[src/rtl/iob_wb_master.sv]
// rtl/iob_wb_master.sv - IOb slave to Wishbone classic master bridge
// One access in flight; optional ack timeout; sticky bus-error and timeout flags.
module iob_wb_master #(
  parameter int          ADDR_W      = 16,
  parameter int          DATA_W      = 32,
  parameter int          WB_ADDR_W   = 10,
  parameter int          TIMEOUT_CYC = 255,
  parameter logic [31:0] TO_DATA     = 32'hDEADBEEF
) (
  input  logic                   clk,
  input  logic                   rst,
  input  logic                   valid,
  input  logic [ADDR_W-1:0]      address,
  input  logic [DATA_W-1:0]      wdata,
  input  logic [DATA_W/8-1:0]    wstrb,
  output logic [DATA_W-1:0]      rdata,
  output logic                   ready,
  output logic [WB_ADDR_W-1:0]   wb_adr_o,
  output logic [DATA_W/8-1:0]    wb_sel_o,
  output logic                   wb_we_o,
  output logic                   wb_cyc_o,
  output logic                   wb_stb_o,
  output logic [DATA_W-1:0]      wb_dat_o,
  input  logic [DATA_W-1:0]      wb_dat_i,
  input  logic                   wb_ack_i,
  input  logic                   wb_err_i,
  output logic                   bus_err_o,
  output logic                   timeout_o,
  input  logic                   clr_i
);

  localparam int STRB_W = DATA_W / 8;
  localparam int OFF_W  = $clog2(STRB_W);
  localparam int CNT_W  = (TIMEOUT_CYC > 0) ? $clog2(TIMEOUT_CYC + 1) : 1;
  localparam bit TO_EN  = (TIMEOUT_CYC > 0);
  localparam logic [CNT_W-1:0] CNT_LAST = CNT_W'((TIMEOUT_CYC > 0) ? TIMEOUT_CYC - 1 : 0);

  // Repeat the 32-bit timeout pattern across (or cut it down to) the data width.
  function automatic logic [DATA_W-1:0] to_fill();
    logic [DATA_W-1:0] r;
    for (int i = 0; i < DATA_W; i++) r[i] = TO_DATA[i % 32];
    return r;
  endfunction

  localparam logic [DATA_W-1:0] TO_VAL = to_fill();

  typedef enum logic [1:0] {
    S_IDLE = 2'd0,
    S_BUS  = 2'd1,
    S_RESP = 2'd2
  } state_t;

  state_t           state;
  state_t           state_next;
  logic [CNT_W-1:0] wait_cnt;
  logic             accept;
  logic             ev_ack;
  logic             ev_err;
  logic             ev_to;
  logic             unused_addr;

  // Only the word-address slice of the byte address reaches the bus.
  assign unused_addr = ^address;

  always_ff @(posedge clk or posedge rst) begin
    if (rst) state <= S_IDLE;
    else     state <= state_next;
  end

  always_comb begin
    state_next = state;
    accept     = 1'b0;
    ev_ack     = 1'b0;
    ev_err     = 1'b0;
    ev_to      = 1'b0;
    case (state)
      S_IDLE: begin
        if (valid) begin
          accept     = 1'b1;
          state_next = S_BUS;
        end
      end
      S_BUS: begin
        // err beats ack; a response in the last allowed cycle beats the timeout
        if (wb_err_i) begin
          ev_err     = 1'b1;
          state_next = S_RESP;
        end else if (wb_ack_i) begin
          ev_ack     = 1'b1;
          state_next = S_RESP;
        end else if (TO_EN && (wait_cnt == CNT_LAST)) begin
          ev_to      = 1'b1;
          state_next = S_RESP;
        end
      end
      S_RESP:  state_next = S_IDLE;
      default: state_next = S_IDLE;
    endcase
  end

  always_ff @(posedge clk or posedge rst) begin
    if (rst) begin
      ready     <= 1'b0;
      rdata     <= '0;
      wb_adr_o  <= '0;
      wb_sel_o  <= '0;
      wb_we_o   <= 1'b0;
      wb_cyc_o  <= 1'b0;
      wb_stb_o  <= 1'b0;
      wb_dat_o  <= '0;
      wait_cnt  <= '0;
      bus_err_o <= 1'b0;
      timeout_o <= 1'b0;
    end else begin
      ready <= ev_ack | ev_err | ev_to;

      if (accept) begin
        wb_adr_o <= address[OFF_W +: WB_ADDR_W];
        wb_we_o  <= |wstrb;
        wb_sel_o <= (|wstrb) ? wstrb : {STRB_W{1'b1}};
        wb_dat_o <= wdata;
        wb_cyc_o <= 1'b1;
        wb_stb_o <= 1'b1;
        wait_cnt <= '0;
      end else if (state == S_BUS) begin
        if (ev_ack || ev_err || ev_to) begin
          wb_cyc_o <= 1'b0;
          wb_stb_o <= 1'b0;
        end
        if (wait_cnt != {CNT_W{1'b1}}) wait_cnt <= wait_cnt + 1'b1;
      end

      if (ev_ack && !wb_we_o) rdata <= wb_dat_i;
      if (ev_err)             rdata <= '0;
      if (ev_to)              rdata <= TO_VAL;

      bus_err_o <= ev_err | (bus_err_o & ~clr_i);
      timeout_o <= ev_to  | (timeout_o & ~clr_i);
    end
  end

endmodule

[config.mk]
export PLATFORM = sky130hd
export DESIGN_NAME = iob_wb_master
export DESIGN_NICKNAME = d
export VERILOG_FILES = /design/src/rtl/iob_wb_master.sv
export SDC_FILE = /design/constraint.sdc
export NUM_CORES = 1
export LEC_CHECK = 0
export ABC_AREA = 1
export CAP_MARGIN = 30
export CORE_MARGIN = 2
export CORE_UTILIZATION = 44
export CTS_BUF_LIST = sky130_fd_sc_hd__clkbuf_2 sky130_fd_sc_hd__clkbuf_4 sky130_fd_sc_hd__clkbuf_8
export DETAILED_ROUTE_END_ITERATION = 7
export HOLD_SLACK_MARGIN = 0.03
export PLACE_DENSITY = 0.82
export SYNTH_ARGS = -nofsm -noshare
export SYNTH_HDL_FRONTEND = slang
export SYNTH_SLANG_ARGS = --single-unit
export TNS_END_PERCENT = 50
[constraint.sdc]
create_clock -name clk -period 3.6 [get_ports clk]
set_clock_uncertainty 0.15 [all_clocks]
set_input_delay 0.72 -clock clk [delete_from_list [all_inputs] [get_ports clk]]
set_output_delay 0.72 -clock clk [all_outputs]
set_load 0.01 [all_outputs]
==> summary.md <==
| Metric | Value |
|---|---|
| Share of Yosys cell area claimed by the top area cell type | 56.5% |
| Final period util | 71.2% |
| # IOs | 174 |
| Clock period minus worst slack | 2560 ps |
| Worst Hold End | wb_dat_o[20] |
| TritonCTS clock tree | built |
| Initial antenna violation count | 0 |
| Number of flops mapped to enable cells by yosys | 0 |
| Synthesized area | 0.00412 mm2 |
| Post-synth top cells | 268 x nand2_1, 93 x dfrtp_1, 43 x nand4_1, 16 x inv_1 |
| Routed WL | 10,800 um |
| FF+latch count, synth | 93 |
| Leakage | 3.02 nW |
| # diodes | 0 |
| WHS | 328 ps |
| Vias | 3,854 |
| Initial Utilization | 45.0% |
| Core Area | 0.00915 mm2 |
| Synth top area cells | dfrtp_1 57%, nand2_1 24%, nand4_1 6.5% |
| Resized cells post-CTS | 0 |
| HP Class | flip-flop to flip-flop |
| Syn_area_per_cell | 8.30 um2 |
| Maximum clock rate | 0.390 GHz |
| Vias per inst | 5.03 |
| Crit path DAT | 2710 ps |
| First-pass GRT wire length | 17,200 um |
| H-tree lvl count | 3 |
| RSZ-0062 raised after global routing | false |
| Hpwl dp | 7720 um |
| Worst vdd ir | 0.000358 V |
| Final setup violation count | 0 |
| First drt pass iteration count | 4 |
| Post-layout nets | 742 |
| CTS Hold Bufs | 0 |
| Die Area | 0.0101 mm2 |
| Worst Tran Pin Value | 830 ps |
| Area growth syn-to-layout | 46.5% |
| Synthesized Nets | 588 |
| Synthesis Warnings | 0 |
| Clock-pin slew on the worst setup and hold paths | 90 ps |
| Hold_sp | wb_dat_o[20] |
| Placer Congestion | 0.810 |
| Cell Rows | 35 |
| Met1 WL | 4420 um |
| DRC | 0 |
| Rel. slew slack | 44.6% |
| Die Width | 101 um |
| Worst R2R Start | wait_cnt[0] |
| Cells after synthesis | 496 |
| Power density of the placed cells | 663 mW/mm2 |
| Power, Total | 0.00400 W |
| TritonCTS buffer count | 9 |
| Distinct cell type count after synthesis | 25 |
| Crit-path max FO | 47 |
| Setup repair bufs after CTS | 0 |
| R2r endpoint | rdata[18] |
| Chip height | 101 um |
| Outcome | finished, final reports clean |
| Post-route ant nets | 0 |
| Startpoint Class | input pin |
| Top sig layer | met4 |
| Fin worst setup slack | 1040 ps |
| Largest area contributor in the netlist | dfrtp_1 |
| Met2 WL | 5030 um |
| Vias in the first global route | 3,636 |
| Final hold violation count | 0 |
| IO Port Bufs | 167 |
| Clock Path Buffers | 2 |
| Worst Setup Path Type | input pin to flip-flop |
| GR Overflow Total | 0 |
| Max-Cap Viols | 0 |
| Share of layout cells above drive strength 1 | 5.19% |
| R2R setup slack | 1340 ps |
| CTS Root Cell | clkbuf_8 |
| 1st-iter DRT viols | 193 |
| Routed wl met3 | 1110 um |
| Worst-Skew Late Latency | 350 ps |
| Post-synthesis sequential area ratio | 56.5% |
| Slew Limit Fails | 0 |
| Number of clock sinks | 93 |
| Req. time, crit path | 3740 ps |
| GR Util All Layers | 21.3% |
| Most frequent cell after synthesis | nand2_1 |
| Largest net degree at the start of global routing | 49 |
| Worst slack, placed | 719 ps |
| Synth Flop Type | dfrtp_1 |
| Drt wl/cell | 14.1 um |
| Setup Total Neg Slack | 0 ps |
| Hold Path Cell Cnt | 2 |
| Post-synthesis async set-or-reset flop share | 100% |
| CP endpoint kind | flip-flop |
| Worst Reg-to-Reg Cells | 8 |
## through the flow
step	utilization, %	instances	cell area (um2)
floorplan	-	496	4120
global placement	63.7	750	5830
detailed placement	63.7	750	5830
CTS	65.9	766	6030
global route	65.9	766	6030
finish	65.9	766	6030
## critical path: stages
cell             delay [ps]
clkdlybuf4s50_1         480
inv_1                    80
nand2_1                  70
nor2_1                  200
nand3_4                 420
nand3_2                 530
nand2_1                 100
nand2_1                  80
## cell families (layout without fill, tap and decap cells)
logic type	count (synthesis)	in the layout	synth area share [%]
buffers and inverters	49	208	5.71
DFF	93	93	56.5
and+or+nand+nor	336	336	34.6
xor gates and xnor gates	2	2	0.425
AOI/OAI and AO/OA	14	14	2.10
adders and majority gates	2	2	0.608
## power breakdown
part | internal, W | switching, W
sequential | 0.00142 | 0.000230
clock | 0.000335 | 0.000374
combinational | 0.000892 | 0.000748
total | 0.00264 | 0.00135
## worst max-delay path by stage
stage,startpoint,end,slack [ps],cells past startpoint
after floorplan,rst,bus_err_o,310,1
after CTS,wb_err_i,rdata[18],1050,8
after global routing,wb_err_i,rdata[7],840,8
after detailed placement,wb_err_i,rdata[26],720,8
after global placement,wb_err_i,rdata[13],780,8
final,wb_err_i,rdata[18],1040,8
## layout by cell type (no fill, tap or decap), types with 4 or more instances in the layout
cell type,instances
dfrtp_1,93
o21ai_0,6
nand4_1,43
clkdlybuf4s50_1,167
nor2_1,11
clkbuf_8,9
inv_1,15
nand3_1,6
o22a_1,4
nand2_1,268
buf_4,5
## sequential cells by signal, indices dropped and copies added (netlist names)
register	cells
wait_cnt	8
state	2
wb_sel_o	4
wb_we_o	1
wb_stb_o	1
ready	1
wb_dat_o	32
timeout_o	1
rdata	32
bus_err_o	1
wb_adr_o	10
## routing by layer
metal  vias to the layer above  track usage, %
li1                       1876               -
met3                        18            8.32
met2                       159            33.5
met5                         -               0
met1                      1801            26.8
met4                         0            7.59
## layout make-up
cell class,count,area (um2)
fill,751,3120
clock buffer,10,131
clock inverter,6,70.1
tap,111,139
timing repair buffer,173,1730
inverter,19,72.6
sequential,93,2330
multi-input combinational,354,1560
No activity file was read; power rests on OpenSTA's default activity.
==> RTL change: new RTL, same settings <==
The parameter `TIMEOUT_CYC` goes from 255 to 510.
--- a/src/rtl/iob_wb_master.sv
+++ b/src/rtl/iob_wb_master.sv
@@ -5,5 +5,5 @@
   parameter int          DATA_W      = 32,
   parameter int          WB_ADDR_W   = 10,
-  parameter int          TIMEOUT_CYC = 255,
+  parameter int          TIMEOUT_CYC = 510,
   parameter logic [31:0] TO_DATA     = 32'hDEADBEEF
 ) (
Check against the original RTL: same outputs for any inputs over 4 cycles, from zero or initial values and one cycle with rst high; that may be too few to reach the edited logic, so the function may still have changed.
==> RTL change against the unedited design <==
  * Setup slack improved by 0.012 ns
  * Design area grew 1.4%
  * Sequential cell count is 1 higher
  * Non-clock buffer count grew 1
  * Via count rose by 0.29%
  * Die area rose by 1.4%
  * Highest routed layer unchanged
  * Global-route usage increased by 1.1 points
  * Clock power up 5.9%
  * Core utilization increased by 0.30 points
  * First-iteration DRC count rose by 8.8%
  * Wire length up 1.9%
  * Total power grew 0.50%
  * Synthesized area is 1.4% higher
  * Critical endpoint is now rdata[25]$_DFFE_PP0P_
==> RTL change: results (changes against the unedited design) <==
- Share of cells above drive strength 1: 0.0702 (+0.0183)
- VDD IR max: 0.382 mV (+6.7%)
- Sequential cell area fraction in the yosys report: 0.563 (-0.00197)
- Arr. time, crit path: 2.64 ns (-0.07 ns)
- M1 GR Usage: 0.280 (+0.0117)
- Vias: 3865 (+0.29%)
- Outcome: complete, no violations
- Top post-synthesis cells by count: nand2_1, dfrtp_1, nand4_1
- Static leakage: 3.04 nW (+0.70%)
- CP peak stage delay: 0.51 ns (-0.02 ns)
- Wire length per cell: 14.0 um (-0.43%)
- Nets: 743 (+0.13%)
- CP max stage cell: clkdlybuf4s50_1
- Seq area share: 0.385 (-0.00128)
- Non-clock buffers: 174 (+0.58%)
- Top area cells in the synthesized netlist: dfrtp_1, nand2_1, nand4_1
- R2R Setup Slk: 1.25 ns (-0.09 ns)
- DP Wirelength: 7720 um (about the same)
- Multi-input gates: 351 (-0.85%)
- Met2 WL: 5290 um (+5.1%)
- Starting DRT DRC Count: 210 (+8.8%)
- Vias in the first global route: 3886 (+6.9%)
- # fillers: 732 (-2.5%)
- GR Util met2: 0.368 (+0.0329)
- Clk tree area frac: 0.0352 (+0.00179)
- First-pass GRT wire length: 18200 um (+6.4%)
- Multi-input gate area: 0.00157 mm^2 (+0.72%)
- Largest net degree at the start of global routing: 51 (+4.1%)
- Non-clk invs: 20 (+1)
- CP max FO: 37 (-21%)
- Final GP Congestion: 0.883 (+9.1%)
- Reg-to-reg endpoint: rdata[25]$_DFFE_PP0P_
## RTL change: where the power goes
part | total, W | internal (W) | switching, W
clock network | 0.000752 | 0.000366 | 0.000386
registers | 0.00164 | 0.00142 | 0.000223
logic | 0.00162 | 0.000885 | 0.000739
total | 0.00402 | 0.00267 | 0.00135
## RTL change: critical path: cells and delay by family
kind	cells	cell delay (ns)
buffers and inverters	3	0.94
AND/OR/NAND/NOR	6	0.98
## RTL change: worst max path at each step
stage	from	endpoint	slack [ns]	depth (start not counted)
floorplan	rst	bus_err_o$_DFF_PP0_	0.28	1
global placement	wb_err_i	rdata[21]$_DFFE_PP0P_	0.78	9
detailed placement	wb_err_i	rdata[6]$_DFFE_PP0P_	0.70	9
CTS	wb_err_i	rdata[25]$_DFFE_PP0P_	1.09	9
global route	wb_err_i	rdata[25]$_DFFE_PP0P_	0.87	9
finish	wb_err_i	rdata[25]$_DFFE_PP0P_	1.05	9
## RTL change: logic make-up after synthesis
kind of cell             count (synthesis)  synth area share
AND/OR/NAND/NOR                        335             0.345
flip-flops                              94             0.563
buffers and inverters                   50            0.0620
AO/OA/AOI/OAI                           11            0.0171
adder cells (fa/ha/maj)                  3           0.00899
XOR/XNOR                                 2           0.00419
## RTL change: stage by stage
step | utilization | setup slack [ns] | std cells | area, um^2 | hold slack, ns
after global placement | 0.639 | 0.785 | 768 | 5900 | 0.310
after floorplan | - | 0.281 | 495 | 4180 | 0.320
after CTS | 0.662 | 1.09 | 784 | 6120 | 0.340
final | 0.662 | 1.05 | 784 | 6120 | 0.335
after global routing | 0.662 | 0.868 | 784 | 6120 | 0.369
after detailed placement | 0.639 | 0.695 | 768 | 5900 | 0.314
